--- config.mk ---
export PLATFORM = sky130hd
export DESIGN_NAME = serial_subtractor
export DESIGN_NICKNAME = d
export VERILOG_FILES = /design/src/rtl/serial_sub_pkg.sv /design/src/rtl/serial_subtractor_full_subtractor.sv /design/src/rtl/serial_subtractor.sv
export SDC_FILE = /design/constraint.sdc
export NUM_CORES = 1
export LEC_CHECK = 0
export CORE_ASPECT_RATIO = 1.75
export CORE_MARGIN = 2
export CORE_UTILIZATION = 50
export DETAILED_ROUTE_END_ITERATION = 16
export PLACE_DENSITY = 0.77
export SLEW_MARGIN = 5
export SYNTH_ARGS = -nofsm -noshare
export SYNTH_HDL_FRONTEND = slang
export SYNTH_SLANG_ARGS = --single-unit
--- constraint.sdc ---
create_clock -name clk -period 1.69 [get_ports clk]
set_clock_uncertainty 0.15 [all_clocks]
set_input_delay 0.2535 -clock clk [delete_from_list [all_inputs] [get_ports clk]]
set_output_delay 0.2535 -clock clk [all_outputs]
set_load 0.02 [all_outputs]
--- src/rtl/serial_sub_pkg.sv ---
// Shared definitions for the bit-serial subtractor: FSM state encoding
// and the default operand width.
package serial_sub_pkg;

    typedef enum logic [1:0] {
        S_IDLE  = 2'd0,
        S_SHIFT = 2'd1,
        S_DONE  = 2'd2
    } state_t;

    localparam int SUB_WIDTH_DEF = 8;

endpackage

--- src/rtl/serial_subtractor_full_subtractor.sv ---
// Combinational 1-bit full subtractor cell: diff = a - b - bin, with the
// borrow out raised when the subtraction needs to borrow from the next bit.
module full_subtractor (
    input  logic a,
    input  logic b,
    input  logic bin,
    output logic diff,
    output logic bout
);

    // Single-bit difference and borrow generation
    always_comb begin
        diff = a ^ b ^ bin;
        bout = (~a & b) | (~(a ^ b) & bin);
    end

endmodule

--- src/rtl/serial_subtractor.sv ---
// Bit-serial unsigned subtractor: diff = a - b, LSB first, one bit per clock.
// Build option: define SERIAL_SUB_SAT_EN to publish diff as 0 whenever the
// final borrow is set (unsigned saturation); borrow_out is unaffected.
module serial_subtractor
    import serial_sub_pkg::*;
#(
    parameter int WIDTH = SUB_WIDTH_DEF
) (
    input  logic             clk,
    input  logic             rst,
    input  logic             start,
    input  logic [WIDTH-1:0] a,
    input  logic [WIDTH-1:0] b,
    output logic             ready,
    output logic             busy,
    output logic             done,
    output logic [WIDTH-1:0] diff,
    output logic             borrow_out
);

    localparam int CW = $clog2(WIDTH + 1);

    state_t           state_reg, state_next;
    logic [WIDTH-1:0] a_sh_reg, b_sh_reg, res_reg;
    logic [WIDTH-1:0] res_shift, res_pub;
    logic [WIDTH-1:0] diff_reg;
    logic [CW-1:0]    cnt_reg;
    logic             borrow_reg, borrow_out_reg;
    logic             cell_d, cell_bout;
    logic             accept, last_bit;

    // The design's only arithmetic: one cell fed by the operand LSBs
    full_subtractor u_cell (
        .a    (a_sh_reg[0]),
        .b    (b_sh_reg[0]),
        .bin  (borrow_reg),
        .diff (cell_d),
        .bout (cell_bout)
    );

    // Result register shifted right with the new difference bit entering at the MSB
    for (genvar gi = 0; gi < WIDTH; gi++) begin : g_res
        if (gi == WIDTH - 1) begin : g_msb
            assign res_shift[gi] = cell_d;
        end else begin : g_lo
            assign res_shift[gi] = res_reg[gi+1];
        end
    end

`ifdef SERIAL_SUB_SAT_EN
    assign res_pub = cell_bout ? '0 : res_shift;
`else
    assign res_pub = res_shift;
`endif

    assign last_bit = (cnt_reg == CW'(WIDTH - 1));
    assign accept   = ready & start;

    // State register
    always_ff @(posedge clk) begin
        if (rst) begin
            state_reg <= S_IDLE;
        end else begin
            state_reg <= state_next;
        end
    end

    // Next-state and handshake outputs
    always_comb begin
        state_next = state_reg;
        ready      = 1'b0;
        busy       = 1'b0;
        done       = 1'b0;
        case (state_reg)
            S_IDLE: begin
                ready = 1'b1;
                if (start) state_next = S_SHIFT;
            end
            S_SHIFT: begin
                busy = 1'b1;
                if (last_bit) state_next = S_DONE;
            end
            S_DONE: begin
                ready      = 1'b1;
                done       = 1'b1;
                state_next = start ? S_SHIFT : S_IDLE;
            end
            default: state_next = S_IDLE;
        endcase
    end

    // Serial datapath: load on accept, shift one bit per SHIFT cycle, publish on the last bit
    always_ff @(posedge clk) begin
        if (rst) begin
            a_sh_reg       <= '0;
            b_sh_reg       <= '0;
            res_reg        <= '0;
            borrow_reg     <= 1'b0;
            cnt_reg        <= '0;
            diff_reg       <= '0;
            borrow_out_reg <= 1'b0;
        end else if (accept) begin
            a_sh_reg   <= a;
            b_sh_reg   <= b;
            borrow_reg <= 1'b0;
            cnt_reg    <= '0;
        end else if (state_reg == S_SHIFT) begin
            a_sh_reg   <= a_sh_reg >> 1;
            b_sh_reg   <= b_sh_reg >> 1;
            res_reg    <= res_shift;
            borrow_reg <= cell_bout;
            cnt_reg    <= cnt_reg + CW'(1);
            if (last_bit) begin
                diff_reg       <= res_pub;
                borrow_out_reg <= cell_bout;
            end
        end
    end

    assign diff       = diff_reg;
    assign borrow_out = borrow_out_reg;

endmodule

==> impl_metrics.env <==
export IMPL_status="finished, final reports clean"
export IMPL_insertion_delay_ns=0.29
export IMPL_final_core_utilization=0.6494
export IMPL_cts_sinks=39
export IMPL_final_max_slew_viol_count=0
export IMPL_layout_commonest_cell="dfxtp_1"
export IMPL_setup_violations=0
export IMPL_tns_ns=0
export IMPL_end_kind="output pin"
export IMPL_gr_total_overflow=0
export IMPL_drive_gt1_frac=0.09174
export IMPL_p_seq_frac=0.542
export IMPL_p_sw_uw=457.8
export IMPL_grt_max_degree=38
export IMPL_ys_ff_latch=39
export IMPL_rows=27
export IMPL_syn_nets=207
export IMPL_track_usage=0.2103
export IMPL_ys_types=28
export IMPL_cp_buffers_inverters=1
export IMPL_dp_hpwl_um=2393
export IMPL_holdCritPathClass="reg -> reg"
export IMPL_total_power_mw=1.820
export IMPL_p_leak_nw=0.7059
export IMPL_cp_top_family="buffers and inverters"
export IMPL_antenna_found_initial=0
export IMPL_synth_xor_area_share=0.01095
export IMPL_path_clk_slew_ns=0.07
export IMPL_h_tree_depth=2
export IMPL_async_flop_share=0
export IMPL_area_growth_pct=26.21
export IMPL_worst_pin_slew_ns=0.3215
export IMPL_fin_ws_ns=0.05815
export IMPL_grt_pass1_vias=1301
export IMPL_cts_tree="done"
export IMPL_initial_core_util=0.5145
export IMPL_p_int_mw=1.362
export IMPL_cp_data_required_time_ns=1.29
export IMPL_synth_edf_count=0
export IMPL_synth_seq_area_share=0.4883
export IMPL_rsz0062_at_grt="false"
export IMPL_cp_slowest_cell="clkdlybuf4s50_1"
export IMPL_slew_headroom=0.7857
export IMPL_hold_viol=0
export IMPL_core_area_mm2=0.003108
export IMPL_timing_fmax_ghz=0.6128
export IMPL_portBuffers=30
export IMPL_power_density_mw_per_mm2=901.9
export IMPL_synth_area_per_cell_um2=8.597
export IMPL_synth_top_area_share=0.4883
export IMPL_fin_cells=261
export IMPL_vias=1399
export IMPL_synth_yosys_warnings=0
export IMPL_syn_inst=186
export IMPL_crit_type="reg -> out"
export IMPL_yosys_area_top_type="dfxtp_1"
export IMPL_final_cell_mix="dfxtp_1 (39), nand2_1 (31), clkdlybuf4s50_1 (27)"
export IMPL_nets=238
export IMPL_cts_buffers_inserted=5
export IMPL_gp_congestion=0.7584
export IMPL_post_route_period_util=0.9656
export IMPL_synth_compound_area_share=0.1894
export IMPL_synthTopCellsByArea="dfxtp_1 (49%), nand2_1 (7.3%), a21oi_1 (7.2%), nand3_1 (4.1%), a311oi_1 (3.3%)"
export IMPL_vdd_drop_max_mv=0.7740
export IMPL_p_clk_frac=0.323
export IMPL_arrival_ns=1.23
export IMPL_fp_dieW_um=46.75
export IMPL_period_needed_ns=1.632
export IMPL_synth_flop_cell="dfxtp_1"
export IMPL_drtPass1Iterations=5
export IMPL_path_cells="clkdlybuf4s50_1"
export IMPL_critical_path_peak_fanout=2
export IMPL_drt_iter0_drc=29
export IMPL_synthSimpleGateAreaFrac=0.2089
export IMPL_power_share_combinational=0.135
export IMPL_synth_top_family_by_area="simple AND/OR/NAND/NOR gates"
export IMPL_routed_wl_um=3396
export IMPL_ios=31
export IMPL_maxCapViolCount=0
export IMPL_diodes=0
export IMPL_dp_cells=252
export IMPL_grt_pass1_wl_um=5602
export IMPL_drcViolationCount=0
export IMPL_die_h_um=78.81
export IMPL_die_area_mm2=0.003684
export IMPL_pre_cts_slack_ns=0.08669
export IMPL_clk_path_buf_depth=2
export IMPL_muxShareOfSynthArea=0.006260
export IMPL_cts_root_buf="clkbuf_8"
export IMPL_slowest_delay_ns=0.60
export IMPL_sw_frac_of_total=0.2515
export IMPL_cp_start_kind="flip-flop"
export IMPL_wire_per_inst_um=13.01
export IMPL_synth_fa_ha_area_frac=0.02034
export IMPL_antenna_left=0
export IMPL_syn_area_mm2=0.001599
export IMPL_viasPerCell=5.360
==> power by group through the flow <==
stage	Combinational [mW]	Clock, mW	Sequential [mW]
global route	0.271	0.649	0.991
CTS	0.244	0.611	0.986
floorplan	0.170	0	1.00
global placement	0.237	0	1.00
detailed placement	0.246	0	1.01
finish	0.245	0.589	0.986
==> layer usage <==
metal  vias to the layer above  global-route usage  part of all wire
met5                         -                   0                 0
met3                         8             0.05455             0.041
met2                        42              0.3722              0.54
li1                        707                   -                 -
met4                         0             0.09444             0.027
met1                       642              0.2179              0.39
==> timing repair <==
action	CTS	global route
pin swaps	0	1
buffers inserted	0	1
hold buffers	0	0
setup endpoints to repair	3	5
gates resized for setup	3	2
==> final timing paths <==
kind | slack (ns) | end | depth (start not counted) | startpoint
worst max-delay path | 0.06 | borrow_out | 1 | borrow_out
worst min-delay path | 0.31 | res_reg[1] | 2 | res_reg[1]
worst max register to register | 0.18 | cnt_reg[3] | 4 | state_reg[0]
worst min register to register | 0.31 | res_reg[1] | 2 | res_reg[1]
==> cells in the mapped netlist, types with 3 or more instances <==
| cell | count |
|---|---|
| o21ai_0 | 9 |
| inv_1 | 3 |
| nand3_1 | 13 |
| nand2b_1 | 3 |
| a311oi_1 | 6 |
| a21oi_1 | 23 |
| nor2_1 | 11 |
| nor3_1 | 10 |
| dfxtp_1 | 39 |
| clkbuf_1 | 4 |
| o22ai_1 | 4 |
| nand2_1 | 31 |
| buf_6 | 4 |
| buf_2 | 6 |
| a22oi_1 | 3 |
==> per-stage QoR <==
step / cell area (um^2) / hold WS, ns
floorplan: 1599 / 0.2395
global placement: 1928 / 0.2950
detailed placement: 1928 / 0.2987
CTS: 2006 / 0.3090
global route: 2018 / 0.3295
finish: 2018 / 0.3066
==> kinds of logic (layout without fill, tap and decap cells) <==
group,count (synthesis),after routing
adders and majority gates,2,2
buffers and inverters,20,52
and+or+nand+nor,74,74
xor gates and xnor gates,2,2
muxes,1,1
DFF,39,39
AOI/OAI and AO/OA,48,48
==> area by class of cell <==
| class | count | area (um^2) |
|---|---|---|
| Clock buffer | 7 | 76.32 |
| Clock inverter | 1 | 5.005 |
| Fill cell | 281 | 1090 |
| Inverter | 4 | 16.27 |
| Multi-Input combinational cell | 127 | 696.9 |
| Sequential cell | 39 | 780.7 |
| Tap cell | 43 | 53.80 |
| Timing Repair Buffer | 40 | 389.1 |
Note: power is estimated with default switching activity, not from simulation.
